**src/rtl/clk_ratio_detector.sv**
```systemverilog
// clk_ratio_detector: measures period and high phase of a divided clock
// sampled in the reference domain; reports lock, mismatch and timeout.
module clk_ratio_detector #(
  parameter int WIDTH       = 8,
  parameter int SYNC_STAGES = 2,
  parameter int LOCK_COUNT  = 3,
  parameter int MAX_PERIOD  = 255
) (
  input  logic             I_ref_clk,
  input  logic             I_rst_n,
  input  logic             I_en,
  input  logic             I_div_clk,
  output logic [WIDTH-1:0] O_ratio,
  output logic [WIDTH-1:0] O_high_cnt,
  output logic             O_valid,
  output logic             O_locked,
  output logic             O_mismatch,
  output logic             O_timeout
);

  localparam logic [WIDTH-1:0] MAXP  = WIDTH'(MAX_PERIOD);
  localparam logic [WIDTH-1:0] ONE   = WIDTH'(1);
  localparam logic [3:0]       LOCKN = 4'(LOCK_COUNT);

  typedef enum logic [1:0] {
    IDLE,
    WAIT_EDGE,
    MEASURE,
    LOCKED
  } state_t;

  state_t state;

  logic [SYNC_STAGES-1:0] sync_q;
  logic                   s_d;
  logic                   s;
  logic                   rise;
  logic                   fall;
  logic [WIDTH-1:0]       pcnt;
  logic [WIDTH-1:0]       hcnt;
  logic [WIDTH-1:0]       hlat;
  logic [3:0]             match;
  logic [3:0]             match_nx;
  logic                   to_hit;

  assign s    = sync_q[SYNC_STAGES-1];
  assign rise = s & ~s_d;
  assign fall = ~s & s_d;

  assign to_hit   = (pcnt == MAXP) && !rise;
  assign match_nx = (pcnt == O_ratio) ? match + 4'd1 : 4'd1;

  // Synchronizer and edge-detect delay; keeps running while disabled
  always_ff @(posedge I_ref_clk or negedge I_rst_n) begin
    if (!I_rst_n) begin
      sync_q <= '0;
      s_d    <= 1'b0;
    end else begin
      sync_q <= {sync_q[SYNC_STAGES-2:0], I_div_clk};
      s_d    <= s;
    end
  end

  // Period and high-phase counters, both restart on each rise
  always_ff @(posedge I_ref_clk or negedge I_rst_n) begin
    if (!I_rst_n) begin
      pcnt <= '0;
      hcnt <= '0;
      hlat <= '0;
    end else if (!I_en || state == IDLE) begin
      pcnt <= '0;
      hcnt <= '0;
      hlat <= '0;
    end else begin
      if (rise) begin
        pcnt <= ONE;
      end else if (pcnt != MAXP) begin
        pcnt <= pcnt + ONE;
      end
      if (rise) begin
        hcnt <= ONE;
      end else if (s && hcnt != MAXP) begin
        hcnt <= hcnt + ONE;
      end
      if (fall) begin
        hlat <= hcnt;
      end
    end
  end

  // Measurement FSM with registered result and status outputs
  always_ff @(posedge I_ref_clk or negedge I_rst_n) begin
    if (!I_rst_n) begin
      state      <= IDLE;
      match      <= '0;
      O_ratio    <= '0;
      O_high_cnt <= '0;
      O_valid    <= 1'b0;
      O_locked   <= 1'b0;
      O_mismatch <= 1'b0;
      O_timeout  <= 1'b0;
    end else if (!I_en) begin
      state      <= IDLE;
      match      <= '0;
      O_ratio    <= '0;
      O_high_cnt <= '0;
      O_valid    <= 1'b0;
      O_locked   <= 1'b0;
      O_mismatch <= 1'b0;
      O_timeout  <= 1'b0;
    end else begin
      O_valid    <= 1'b0;
      O_mismatch <= 1'b0;
      unique case (state)
        IDLE: begin
          state <= WAIT_EDGE;
        end
        WAIT_EDGE: begin
          if (rise) begin
            state     <= MEASURE;
            match     <= '0;
            O_timeout <= 1'b0;
          end else if (to_hit) begin
            match      <= '0;
            O_timeout  <= 1'b1;
            O_locked   <= 1'b0;
            O_ratio    <= '0;
            O_high_cnt <= '0;
          end
        end
        MEASURE: begin
          if (rise) begin
            O_ratio    <= pcnt;
            O_high_cnt <= hlat;
            O_valid    <= 1'b1;
            O_timeout  <= 1'b0;
            match      <= match_nx;
            if (match_nx >= LOCKN) begin
              state    <= LOCKED;
              O_locked <= 1'b1;
            end
          end else if (to_hit) begin
            state      <= WAIT_EDGE;
            match      <= '0;
            O_timeout  <= 1'b1;
            O_locked   <= 1'b0;
            O_ratio    <= '0;
            O_high_cnt <= '0;
          end
        end
        LOCKED: begin
          if (rise) begin
            O_ratio    <= pcnt;
            O_high_cnt <= hlat;
            O_valid    <= 1'b1;
            O_timeout  <= 1'b0;
            if (pcnt != O_ratio) begin
              state      <= MEASURE;
              match      <= 4'd1;
              O_mismatch <= 1'b1;
              O_locked   <= 1'b0;
            end
          end else if (to_hit) begin
            state      <= WAIT_EDGE;
            match      <= '0;
            O_timeout  <= 1'b1;
            O_locked   <= 1'b0;
            O_ratio    <= '0;
            O_high_cnt <= '0;
          end
        end
        default: begin
          state <= IDLE;
        end
      endcase
    end
  end

endmodule

```
**config.mk**
```make
export PLATFORM = sky130hd
export DESIGN_NAME = clk_ratio_detector
export DESIGN_NICKNAME = d
export VERILOG_FILES = /design/src/rtl/clk_ratio_detector.sv
export SDC_FILE = /design/constraint.sdc
export NUM_CORES = 1
export LEC_CHECK = 0
export BUFFER_PORTS_ARGS = -buffer_cell sky130_fd_sc_hd__buf_2
export CAP_MARGIN = 20
export CORE_MARGIN = 10
export CORE_UTILIZATION = 45
export DETAILED_ROUTE_END_ITERATION = 8
export GPL_TIMING_DRIVEN = 0
export HOLD_SLACK_MARGIN = 0.1
export PLACE_DENSITY = 0.7
export SLEW_MARGIN = 25
export SYNTH_ARGS = -nofsm -noshare
export SYNTH_HDL_FRONTEND = slang
export SYNTH_SLANG_ARGS = --single-unit
```
**constraint.sdc**
```tcl
create_clock -name I_ref_clk -period 1.8 [get_ports I_ref_clk]
set_input_delay 0.45 -clock I_ref_clk [delete_from_list [all_inputs] [get_ports I_ref_clk]]
set_output_delay 0.45 -clock I_ref_clk [all_outputs]
set_load 0.03 [all_outputs]
```
# Yosys cells after proc, flatten, opt, wreduce, memory -nomap -nowiden
# Cells that the tools add are included.
# Widths: inputs -> output; s select.
# word_totals
ff_bits	53
inputBits	4
out_inout_bits	20
wordCells	106
# classes
addsub	3
magnitude_cmp	1
eq_ne	16
muxes	53
bitwise_logic	4
n_reduce_logical	16
# ops
operator	n
$mux 8	16
$pmux 8 s2	2
$mux 4	7
$mux 1	18
$add 8x1->8 const B	2
$ne 8x8->1 const B	2
$mux 2	7
$pmux 4 s3	1
$eq 8x8->1	1
$eq 8x8->1 const B	1
$ne 4x4->1 const B	2
$ne 8x8->1	1
$pmux 2 s4	1
$ne 3x3->1 const B	2
$reduce_and 2->1	3
$reduce_bool 3->1	2
$add 4x1->4 const B	1
$eq 2x2->1 const B	2
$ge 4x2->1 const B	1
$ne 4x1->1 const B	1
$reduce_and 4->1	1
$ne 3x1->1 const B	1
$ne 3x2->1 const B	1
$pmux 1 s3	1
12 further kinds	16

# Longest topological paths before layout
# Gate-level depths: netlist (run 1).
# logic_depth
ltp_word	8
mapped_depth	7
ltp_nobuf	7

# Worst setup path after synthesis (run 1)
# OpenSTA, ideal clock, no wires.
# synth_path
kind	reg2reg
start	register pcnt[0]
end	register O_ratio[2]
setup_time_ns	0.121
arrival_time_ns	1.570
required_ns	1.679
slack_ns	0.109
stages_incl_launch_ff	7
n_path_buf	1
period_less_slack_ns	1.691
path_cell_list	dfrtp_1 > ha_1 > nand2_1 > o31ai_4 > a31oi_4 > buf_6 > a22o_1
# synth_between
elab_chain_cells	6
word_cells_on_any_way	7
classes_between	eq/ne (1); mux (5); reduce/logical (1)
# synth_rtl
item	line_no	text
start, declared	39	logic [WIDTH-1:0] pcnt;
start signal, assigned	78	pcnt <= pcnt + ONE;
$eq 8x8->1 (*)	50	assign to_hit = (pcnt == MAXP) && !rise;
$logic_and 1x1->1 (*)	50	
$mux 8 (*)	--	
$mux 8, on equally long branches	--	
$pmux 8 s2 (*)	--	
$mux 8 (*)	--	
end signal, assigned	133	O_ratio <= pcnt;
end signal, assigned	153	O_ratio <= pcnt;
end, declared	13	output logic [WIDTH-1:0] O_ratio,
# Mark *: on every way between the ends. The rest lies on a longest branch, timed or not. The select of a mux whose other input is x is not followed.
# A chain may end at the register's enable or synchronous reset.

# Worst setup path after layout (run 1)
# layout_path
start	register pcnt[0]
end	register O_locked
# layout_between
elab_chain_cells	6
word_cells_on_any_way	15
classes_between	order compare (1); eq/ne (5); mux (7); reduce/logical (2)
# layout_rtl
item	line_no	text
parallel branches: the longest is 6 deep, another holds $ge 4x2->1	--	
end signal, assigned	99	O_locked <= 1'b0;
end signal, assigned	108	O_locked <= 1'b0;
end signal, assigned	126	O_locked <= 1'b0;
end, declared	16	output logic O_locked,
# Parallel ways; which one is timed is not known. The select of a mux whose other input is x is not followed.

==> metrics.md, run 1 <==
| Metric | Value |
|---|---|
| Initial antenna violation count | `0` |
| Worst-case clock skew | `0.007350 ns` |
| Antenna Cells | `0` |
| Cells after synthesis | `240` |
| Crit. Startpoint | `pcnt[0]` |
| Die Wd | `96.14 um` |
| Critical setup path kind | `register to register` |
| Clk sinks | `53` |
| Mapped Nets | `252` |
| Setup WS post-layout | `0.05632 ns` |
| Final setup viols | `0` |
| Final Wtd Congestion | `0.8431` |
| Die area | `0.009243 sq mm` |
| CTS max path bufs | `2` |
| 1st-pass router iterations | `4` |
| Syn-to-layout area delta | `18.51%` |
| Area leader, netlist | `dfrtp_1` |
| Max Clk Rate | `573.5 MHz` |
| First-pass GRT wire length | `8894 um` |
| Dpl ws | `-0.1617 ns` |
| Layout cells sized above 1 | `0.2711` |
| Busiest grt layer | `met2` |
| Detailed placement HPWL | `3660 um` |
| Area share of the largest cell type after synthesis | `0.5084` |
| Antenna Nets Post-Route | `0` |
| Met2 Use GR | `0.2040` |
| Req. time, crit path | `2.01 ns` |
| DRT iter0 DRCs | `100` |
| Distinct cells, synth | `47` |
| Initial Util | `0.4680` |
| Ys flop type | `dfrtp_1` |
| Largest net degree at the start of global routing | `54` |
| Crit end category | `register` |
| Worst-case vdd ir drop | `0.3946 mV` |
| R2r worst-path depth | `8` |
| Fin Hold WS | `0.1532 ns` |
| Sequential fraction of the synthesis area | `0.5084` |
| Period utilisation layout | `0.9687` |
| Worst-margin pin slew | `0.6521 ns` |
| Max-cap violations | `0` |
| # H-tree levels | `2` |
| YS warnings | `0` |
| Final Slew Violations | `0` |
| Met1 Resource Use GR | `0.1462` |
| Final instance area | `0.003092 sq mm` |
| Clock tree from TritonCTS | `built` |
| Final hold vios | `0` |
| Power Dens Cells | `918.7 mW/mm^2` |
| Period minus WS final | `1.744 ns` |
| Largest cells by area after synthesis | `dfrtp_1, xnor2_1, nor2_1, ha_1, mux2i_1` |
| CTS buffer count | `5` |
| Congestion Overflow GR | `0` |
| Final WL | `5364 um` |
| Finished Layout Cells | `356` |
| Tot GR Track Use | `0.1211` |
| Die Height | `96.14 um` |
| EDFF count, synth | `0` |
| Met3 Use GR | `0.03580` |
| IO Pins | `24` |
| End of the critical path | `O_locked` |
| Nets | `295` |
| R2R Path Start | `pcnt[0]` |
| Async set-reset flop share out of synthesis | `1.000` |
| Crit path arrival time | `1.95 ns` |
| Core Area | `0.005574 sq mm` |
| Crit Reg-Reg Endpoint | `O_locked` |
| Outcome | `complete, no violations` |
| R2r setup slk | `0.06 ns` |
| Port Buffers | `22` |
| RSZ-0062 raised after global routing | `yes` |
| Clk Latency, worst-skew pair | `0.30 ns` |
| Cell Area, Placed | `0.002811 sq mm` |
| Drt via density | `5.360` |
| Cell area after synthesis | `0.002609 sq mm` |
| DR WL/cell | `15.07 um` |
| Slew HR | `0.5653` |
| Tightest Hold Check Type | `input pin to asynchronous set/reset pin` |
| Rows | `27` |
| Avg Cell Area, Syn | `10.87 sq um` |
| Clock Tree Root | `clkbuf_8` |
| Worst-path clk slew | `0.10 ns` |
| DRC Markers | `0` |
| Yosys reg bits | `53` |
| Vias after detailed routing | `1908` |
| CP Launch Type | `register` |
| Static Leakage | `0.001450 uW` |
| Inst Count DP | `334` |
| Number of global-route vias before repair | `1885` |
| Crit Path Max Fanout | `5` |
## worst max-delay path, cell delays in order (launching register included)
cell and delay, ns:
dfrtp_2 0.46, buf_4 0.16, xnor2_2 0.15, nand4_1 0.09, buf_4 0.17, nor2_4 0.13
and3_1 0.21, nor3_1 0.07, a31o_1 0.21
## what timing repair did
item,4_1_cts,5_1_grt
setup endpoints to repair,24,33
hold buffers,0,0
setup buffers,4,10
gates resized for setup,5,15
pin swaps,3,8
## cell usage after synthesis, drive strengths merged, types with 2 or more instances
master	n
nand2b	7
dfrtp	53
nand4	8
a22o	16
o31ai	2
o21ai	7
nor2	31
a31o	2
nand3	7
a31oi	4
xor2	8
nand2	14
xnor2	13
nor3	5
a21oi	6
ha	8
buf	6
a211o	2
and3	4
mux2i	10
nor4	2
inv	7
clkbuf	5
## how the worst min path moves through the flow
stage               cells past startpoint  startpoint       endpoint  slack [ns]
floorplan                               0     I_rst_n  O_high_cnt[0]        0.15
global placement                        0   sync_q[0]      sync_q[1]        0.33
detailed placement                      0   sync_q[0]      sync_q[1]        0.35
CTS                                     1     I_rst_n     O_mismatch        0.20
global route                            1     I_rst_n     O_mismatch        0.20
finish                                  1     I_rst_n       match[1]        0.15
## sequential cells by signal, indices dropped and copies added, names as in the netlist
| signal | flops |
|---|---|
| O_high_cnt | 8 |
| O_locked | 1 |
| O_mismatch | 1 |
| O_ratio | 8 |
| O_timeout | 1 |
| O_valid | 1 |
| hcnt | 8 |
| hlat | 8 |
| match | 4 |
| pcnt | 8 |
| s_d | 1 |
| state | 2 |
| sync_q | 2 |
## area by class of cell
type	count	area, sq um
Buffer	11	61.31
Clock buffer	7	86.33
Clock inverter	1	30.03
Fill cell	500	2482
Inverter	7	26.28
Multi-Input combinational cell	169	1250
Sequential cell	53	1330
Tap cell	72	90.09
Timing Repair Buffer	36	217.7
## metrics by stage
step	util	setup TNS (ns)	total power, uW
2_1_floorplan	-	0	1735
3_3_place_gp	0.5039	-1.556	1867
3_5_place_dp	0.5044	-1.750	1890
4_1_cts	0.5329	0	2768
5_1_grt	0.5547	-0.09031	3011
6_report	0.5547	0	2840
## cell usage in the layout (no fill, tap or decap), drive strengths merged
master   n
dfrtp   53
buf     42
nor2    31
a22o    16
nand2   14
xnor2   13
clkbuf  12
mux2i   10
nand4    8
xor2     8
ha       8
nand2b   7
inv      7
nand3    7
o21ai    7
a21oi    6
nor3     5
and3     4
a31oi    4
nor4     2
a211o    2
o31ai    2
a31o     2
nor2b    1
or3      1
o221ai   1
and3b    1
o21a     1
a22oi    1
and2     1
o22ai    1
o221a    1
and4     1
a211oi   1
o211ai   1
a32oi    1
bufinv   1
## power by group
| part | switching [uW] | total [uW] | internal [uW] |
|---|---|---|---|
| clock network | 390 | 844 | 454 |
| logic | 423 | 706 | 284 |
| registers | 54.9 | 1290 | 1240 |
| total | 867 | 2840 | 1970 |
## routing by layer
layer / part of all wire / wire, um
met5: 0 / 0
met4: 0.016 / 84
met3: 0.041 / 222
met2: 0.51 / 2735
met1: 0.43 / 2322
## logic make-up (layout without fill, tap and decap cells)
logic type               count (synthesis)  after routing  share of synthesized area
flip-flops                              53             53                     0.5084
adder cells (fa/ha/maj)                  8              8                    0.03837
AND/OR/NAND/NOR                         83             83                     0.1650
multiplexers                            10             10                    0.03837
AO/OA/AOI/OAI                           47             47                     0.1477
buffers and inverters                   18             62                    0.03165
XOR/XNOR                                21             21                    0.07050
Power figures use the tool's default switching activity.
==> run 2: changes to the inputs <==
--- a/config.mk
+++ b/config.mk
@@ -7,8 +7,9 @@
 export LEC_CHECK = 0
 export BUFFER_PORTS_ARGS = -buffer_cell sky130_fd_sc_hd__buf_2
 export CAP_MARGIN = 20
-export CORE_MARGIN = 10
+export CORE_MARGIN = 8
 export CORE_UTILIZATION = 45
+export CTS_CLUSTER_SIZE = 20
 export DETAILED_ROUTE_END_ITERATION = 8
 export GPL_TIMING_DRIVEN = 0
 export HOLD_SLACK_MARGIN = 0.1
==> run 2 against run 1 <==
Sequential share of layout area down 0.17 points. Non-clock buffer count increased by 4. Critical endpoint is now O_high_cnt[2]. Wire length grew 3.0%. Clock power down 22%. Cell count increased by 1.1%. The run now ends with setup timing left. Critical path type unchanged. Final area up 0.49%. Via count increased by 3.0%.
==> metrics.md, run 2 (same netlist as run 1, synthesis figures left out) <==
| Metric | Value |
|---|---|
| Syn-to-layout area delta | `19.09%` |
| Initial Util | `0.4709 (+0.002854)` |
| Tot GR Track Use | `0.1286 (+0.007418)` |
| Crit. Startpoint | `state[1]` |
| Period minus WS final | `1.810 ns (+0.06657 ns)` |
| R2r worst-path depth | `6 (-2)` |
| Fin util | `0.5608 (+0.006092)` |
| Worst-margin pin slew | `0.6588 ns (+0.006722 ns)` |
| Layout cells sized above 1 | `0.2917 (+0.02054)` |
| Most common cell after layout, fill and taps aside | `dfrtp_1` |
| Final Wtd Congestion | `0.8219 (-2.5%)` |
| R2r setup slk | `-0.01 ns (-0.07 ns)` |
| Antenna Nets Post-Route | `0 (unchanged)` |
| Crit path arrival time | `2.05 ns (+0.10 ns)` |
| Worst-path clk slew | `0.10 ns (about the same)` |
| CTS buffer count | `5 (unchanged)` |
| 1st-pass router iterations | `4 (unchanged)` |
| Rows | `27 (unchanged)` |
| Slew HR | `0.5608 (-0.004482)` |
| DR WL/cell | `15.34 um (+1.8%)` |
| Worst-case clock skew | `0.009959 ns (+0.002609 ns)` |
| Inst Count DP | `334 (unchanged)` |
| R2R Path Start | `state[1]` |
| First-pass GRT wire length | `8942 um (+0.54%)` |
| Final setup viols | `7 (+7)` |
| Congestion Overflow GR | `0 (unchanged)` |
| Number of global-route vias before repair | `1881 (-0.21%)` |
| RSZ-0062 raised after global routing | `yes` |
| Crit-path slowest cell | `dfrtp_1` |
| CP Launch Type | `register` |
| Die area | `0.008490 sq mm (-8.1%)` |
| Crit end category | `register` |
| CP Cell Sequence | `buf_4 > ha_4 > or3_4 > a31oi_4 > buf_6 > a22o_2` |
| Final Slew Violations | `0 (unchanged)` |
| Static Leakage | `0.001457 uW (+0.52%)` |
| CTS max path bufs | `2 (unchanged)` |
| Die Wd | `92.14 um (-4.2%)` |
| Crit Path Max Fanout | `5 (unchanged)` |
| Antenna Cells | `0 (unchanged)` |
| Failing checks | `setup timing` |
| Max-cap violations | `0 (unchanged)` |
| Tightest Hold Check Type | `input pin to asynchronous set/reset pin` |
| Max Clk Rate | `552.4 MHz (-3.7%)` |
| Power Dens Cells | `892.9 mW/mm^2 (-2.8%)` |
| # H-tree levels | `2 (unchanged)` |
| Clock Tree Root | `clkbuf_8` |
| Layout filler cell count | `490 (-2.0%)` |
| Req. time, crit path | `2.04 ns (+0.03 ns)` |
| Core Area | `0.005540 sq mm (-0.61%)` |
| End of the critical path | `O_high_cnt[2]` |
| Worst path bufs/invs | `2 (unchanged)` |
| CP max stage delay | `0.44 ns (-0.02 ns)` |
| Finished Layout Cells | `360 (+1.1%)` |
| Final hold vios | `0 (unchanged)` |
| DRC Markers | `0 (unchanged)` |
| Vias after detailed routing | `1965 (+3.0%)` |
| Port Buffers | `22 (unchanged)` |
| Nets | `299 (+1.4%)` |
| Most frequent cells in the layout | `dfrtp_1, nor2_1, buf_2` |
| Final WL | `5523 um (+3.0%)` |
| Crit path depth | `6 (-2)` |
| Crit Reg-Reg Endpoint | `O_high_cnt[2]` |
| Area of the multi-input gates | `0.001262 sq mm (+1.0%)` |
| Clock tree from TritonCTS | `built` |
| Hold buffers post-CTS | `0 (unchanged)` |
| Largest net degree at the start of global routing | `54 (unchanged)` |
| Detailed placement HPWL | `3508 um (-4.2%)` |
| Setup WS post-layout | `-0.01025 ns (-0.06657 ns)` |
| DRT iter0 DRCs | `100 (unchanged)` |
| Clk sinks | `53 (unchanged)` |
| Register area | `0.001331 sq mm (about the same)` |
| IO Pins | `24 (unchanged)` |
| Initial antenna violation count | `0 (unchanged)` |
| Critical setup path kind | `register to register` |
| Period utilisation layout | `1.006 (+0.03698)` |
| Drt via density | `5.458 (+1.8%)` |
| Clk Latency, worst-skew pair | `0.30 ns (about the same)` |
| Die Height | `92.14 um (-4.2%)` |
| Outcome | `finished, violations left` |
| TNS Setup | `-0.04625 ns (-0.04625 ns)` |
| Overall Power | `2774 uW (-2.3%)` |
| CP top delay family | `flip-flops` |
| Worst-case vdd ir drop | `0.4996 mV (+27%)` |
## run 2: cell count changes in the layout (fill, tap and decap cells not counted), sizes merged
cell    change
bufinv      -1
buf         +4
clkinv      +2
clkbuf      -1
## run 2: worst min-delay path by stage
| stage | startpoint | endpoint | cells past startpoint |
|---|---|---|---|
| 6_report | I_rst_n | O_locked | 1 |
| 5_1_grt | I_rst_n | O_high_cnt[0] | 1 |
| 4_1_cts | I_rst_n | hcnt[0] | 1 |
| 3_5_place_dp | sync_q[0] | sync_q[1] | 0 |
| 3_3_place_gp | sync_q[0] | sync_q[1] | 0 |
| 2_1_floorplan | I_rst_n | O_high_cnt[0] | 0 |
## run 2: through the flow
stage                     hold slack [ns]  cell area (sq um)  setup slack (ns)
after detailed placement           0.3347               2811           -0.2160
after global routing               0.2152               3107          -0.06238
after CTS                          0.1934               2989          0.001005
final                              0.1722               3107          -0.01025
after floorplan                    0.1544               2609            0.1089
after global placement             0.3337               2809           -0.1823
## run 2: cell type report
| cell class | count | share of cell area |
|---|---|---|
| Sequential cell | 53 | 0.4285 |
| Multi-Input combinational cell | 169 | 0.4064 |
| Timing Repair Buffer | 40 | 0.08216 |
| Tap cell | 72 | 0.02900 |
| Clock buffer | 6 | 0.02336 |
| Buffer | 11 | 0.01893 |
| Inverter | 7 | 0.008458 |
| Clock inverter | 2 | 0.003222 |
## run 2: what timing repair did
item                       in CTS  in global routing
buffers inserted                8                  9
resized for setup              11                 12
cloned                          1                  0
pin swaps                       3                  8
setup endpoints to repair      22                 31
## run 2: power by group
part	total, uW	switching [uW]	internal (uW)
Combinational	830	458	372
Clock	656	385	271
Sequential	1290	52.3	1240
## run 2: metal layers
| metal | track usage | share of wire | vias up |
|---|---|---|---|
| met5 | 0 | 0 | - |
| met2 | 0.2193 | 0.50 | 40 |
| li1 | - | - | 945 |
| met4 | 0.03221 | 0.0063 | 0 |
| met1 | 0.1563 | 0.45 | 976 |
| met3 | 0.03504 | 0.041 | 4 |
==> run 3: changes to the inputs <==
--- a/config.mk
+++ b/config.mk
@@ -13,7 +13,7 @@
 export DETAILED_ROUTE_END_ITERATION = 8
 export GPL_TIMING_DRIVEN = 0
 export HOLD_SLACK_MARGIN = 0.1
-export PLACE_DENSITY = 0.7
+export PLACE_DENSITY_LB_ADDON = 0.25
 export SLEW_MARGIN = 25
 export SYNTH_ARGS = -nofsm -noshare
 export SYNTH_HDL_FRONTEND = slang
==> run 3 against run 2 <==
The flow now finishes without violations. First-iteration DRC count up 48%. Register-to-register slack improved by 0.07 ns. Sequential power barely moved. Clock-buffer cell count unchanged. Global-route usage is 0.44 points higher. Die area unchanged. Worst hold slack got worse by 0.0050 ns. Clock skew barely moved. Flip-flop and latch count is the same. Largest cell class unchanged. Largest power group unchanged.
==> metrics.md, run 3 (same netlist as run 1, synthesis figures left out) <==
| Metric | Value |
|---|---|
| Crit path arrival time | `1.99 ns (-0.06 ns)` |
| Core Area | `0.005540 sq mm (unchanged)` |
| Final hold vios | `0 (unchanged)` |
| Tot GR Track Use | `0.1329 (+0.004354)` |
| Antenna Nets Post-Route | `0 (unchanged)` |
| Slew HR | `0.5411 (-0.01969)` |
| Max-cap violations | `0 (unchanged)` |
| Most frequent cells in the layout | `dfrtp_1, nor2_1, buf_2` |
| Die area | `0.008490 sq mm (unchanged)` |
| Initial Util | `0.4709 (unchanged)` |
| DRC Markers | `0 (unchanged)` |
| Vias after detailed routing | `1956 (-0.46%)` |
| Final WL | `5625 um (+1.8%)` |
| Met1 Resource Use GR | `0.1664 (+0.01017)` |
| Number of global-route vias before repair | `1912 (+1.6%)` |
| Met3 Use GR | `0.03097 (-0.004075)` |
| Cell Area, Placed | `0.002811 sq mm (unchanged)` |
| Final Wtd Congestion | `0.8420 (+2.4%)` |
| DR WL/cell | `15.85 um (+3.3%)` |
| Final setup viols | `0 (-7)` |
| R2R Path Start | `state[0]` |
| Static Leakage | `0.001427 uW (-2.1%)` |
| Period minus WS final | `1.742 ns (-0.06874 ns)` |
| Layout cells sized above 1 | `0.3004 (+0.008687)` |
| Overall Power | `2736 uW (-1.4%)` |
| Crit. Startpoint | `state[0]` |
| DRT iter0 DRCs | `148 (+48%)` |
| Drt via density | `5.510 (+0.94%)` |
| Req. time, crit path | `2.05 ns (about the same)` |
| Die Wd | `92.14 um (unchanged)` |
| Die Height | `92.14 um (unchanged)` |
| Clk sinks | `53 (unchanged)` |
| Largest net degree at the start of global routing | `54 (unchanged)` |
| Port Buffers | `22 (unchanged)` |
| Busiest grt layer | `met2` |
| Congestion Overflow GR | `0 (unchanged)` |
| First-pass GRT wire length | `9204 um (+2.9%)` |
| TNS Setup | `0 ns (+0.04625 ns)` |
| Final instance area | `0.003095 sq mm (-0.36%)` |
| Crit Path Max Fanout | `5 (unchanged)` |
| Clk Latency, worst-skew pair | `0.31 ns (about the same)` |
| # H-tree levels | `2 (unchanged)` |
| Power Dens Cells | `883.8 mW/mm^2 (-1.0%)` |
| Worst-path clk slew | `0.11 ns (about the same)` |
| Met2 Use GR | `0.2205 (+0.001192)` |
| Hold buffers post-CTS | `0 (unchanged)` |
| Critical setup path kind | `register to register` |
| Tightest Hold Check Type | `input pin to asynchronous set/reset pin` |
| Syn-to-layout area delta | `18.66%` |
| Crit end category | `register` |
| Final Slew Violations | `0 (unchanged)` |
| Worst-margin pin slew | `0.6883 ns (+0.02953 ns)` |
| Outcome | `complete, no violations` |
| Inst Count DP | `334 (unchanged)` |
| Clock Tree Root | `clkbuf_8` |
| Fin util | `0.5587 (-0.002033)` |
| CTS buffer count | `5 (unchanged)` |
| CTS max path bufs | `2 (unchanged)` |
| 1st-pass router iterations | `5 (+1)` |
| Period utilisation layout | `0.9675 (-0.03819)` |
| R2r setup slk | `0.06 ns (+0.07 ns)` |
| Layout filler cell count | `493 (+0.61%)` |
| Worst-case vdd ir drop | `0.5035 mV (+0.79%)` |
| Finished Layout Cells | `355 (-1.4%)` |
| IO Pins | `24 (unchanged)` |
| Nets | `294 (-1.7%)` |
| Worst-case clock skew | `0.009921 ns (-0.00003767 ns)` |
| Most common cell after layout, fill and taps aside | `dfrtp_1` |
| Max Clk Rate | `574.2 MHz (+3.9%)` |
| Clock tree from TritonCTS | `built` |
| Initial antenna violation count | `0 (unchanged)` |
| Antenna Cells | `0 (unchanged)` |
| Rows | `27 (unchanged)` |
| Detailed placement HPWL | `3552 um (+1.3%)` |
| CP Launch Type | `register` |
-- run 3: power by group --
| group | switching, uW | internal [uW] | leakage, uW |
|---|---|---|---|
| registers | 67.7 | 1240 | 0.000719 |
| clock network | 414 | 320 | 0.0000518 |
| logic | 416 | 281 | 0.000656 |
-- run 3: repair_timing --
| item | 4_1_cts | 5_1_grt |
|---|---|---|
| pin swaps | 4 | 11 |
| endpoints found under the setup margin | 24 | 32 |
| cloned | 1 | 0 |
| gates resized for setup | 11 | 19 |
| setup buffers | 8 | 4 |
-- run 3: worst paths after layout --
path                       cells past startpoint       endpoint
hold / removal                                 1  O_high_cnt[2]
max in group asynchronous                      1        pcnt[3]
min in group I_ref_clk                         1      sync_q[0]
setup reg to reg                               6  O_high_cnt[6]
hold reg to reg                                0      sync_q[1]
setup / recovery                               6  O_high_cnt[6]
-- run 3: final cells by class --
| class | instances | area (sq um) | share of cell area |
|---|---|---|---|
| buffer | 11 | 58.81 | 0.01900 |
| sequential | 53 | 1335 | 0.4313 |
| clock buffer | 6 | 82.58 | 0.02668 |
| clock inverter | 2 | 17.52 | 0.005659 |
| multi-input combinational | 169 | 1267 | 0.4095 |
| tap | 72 | 90.09 | 0.02910 |
| inverter | 7 | 26.28 | 0.008488 |
| timing repair buffer | 35 | 217.7 | 0.07033 |
-- run 3: critical path, cell delays in order (launching register included) --
cell and delay, ns:
dfrtp_1 0.43, inv_2 0.09, ha_4 0.18, or3_4 0.38, a31oi_4 0.29, buf_6 0.17, a22o_1 0.14
-- run 3: metrics by stage --
| step | hold slack, ns | setup WS, ns |
|---|---|---|
| after global routing | 0.2208 | -0.02623 |
| after floorplan | 0.1544 | 0.1089 |
| after CTS | 0.1874 | 0.004000 |
| final | 0.1672 | 0.05849 |
| after detailed placement | 0.3434 | -0.1753 |
| after global placement | 0.3335 | -0.1712 |
-- run 3: metal layers --
metal | share of wire | up-vias
li1 | - | 934
met1 | 0.48 | 975
met2 | 0.48 | 39
met3 | 0.032 | 8
met4 | 0.014 | 0
met5 | 0 | -
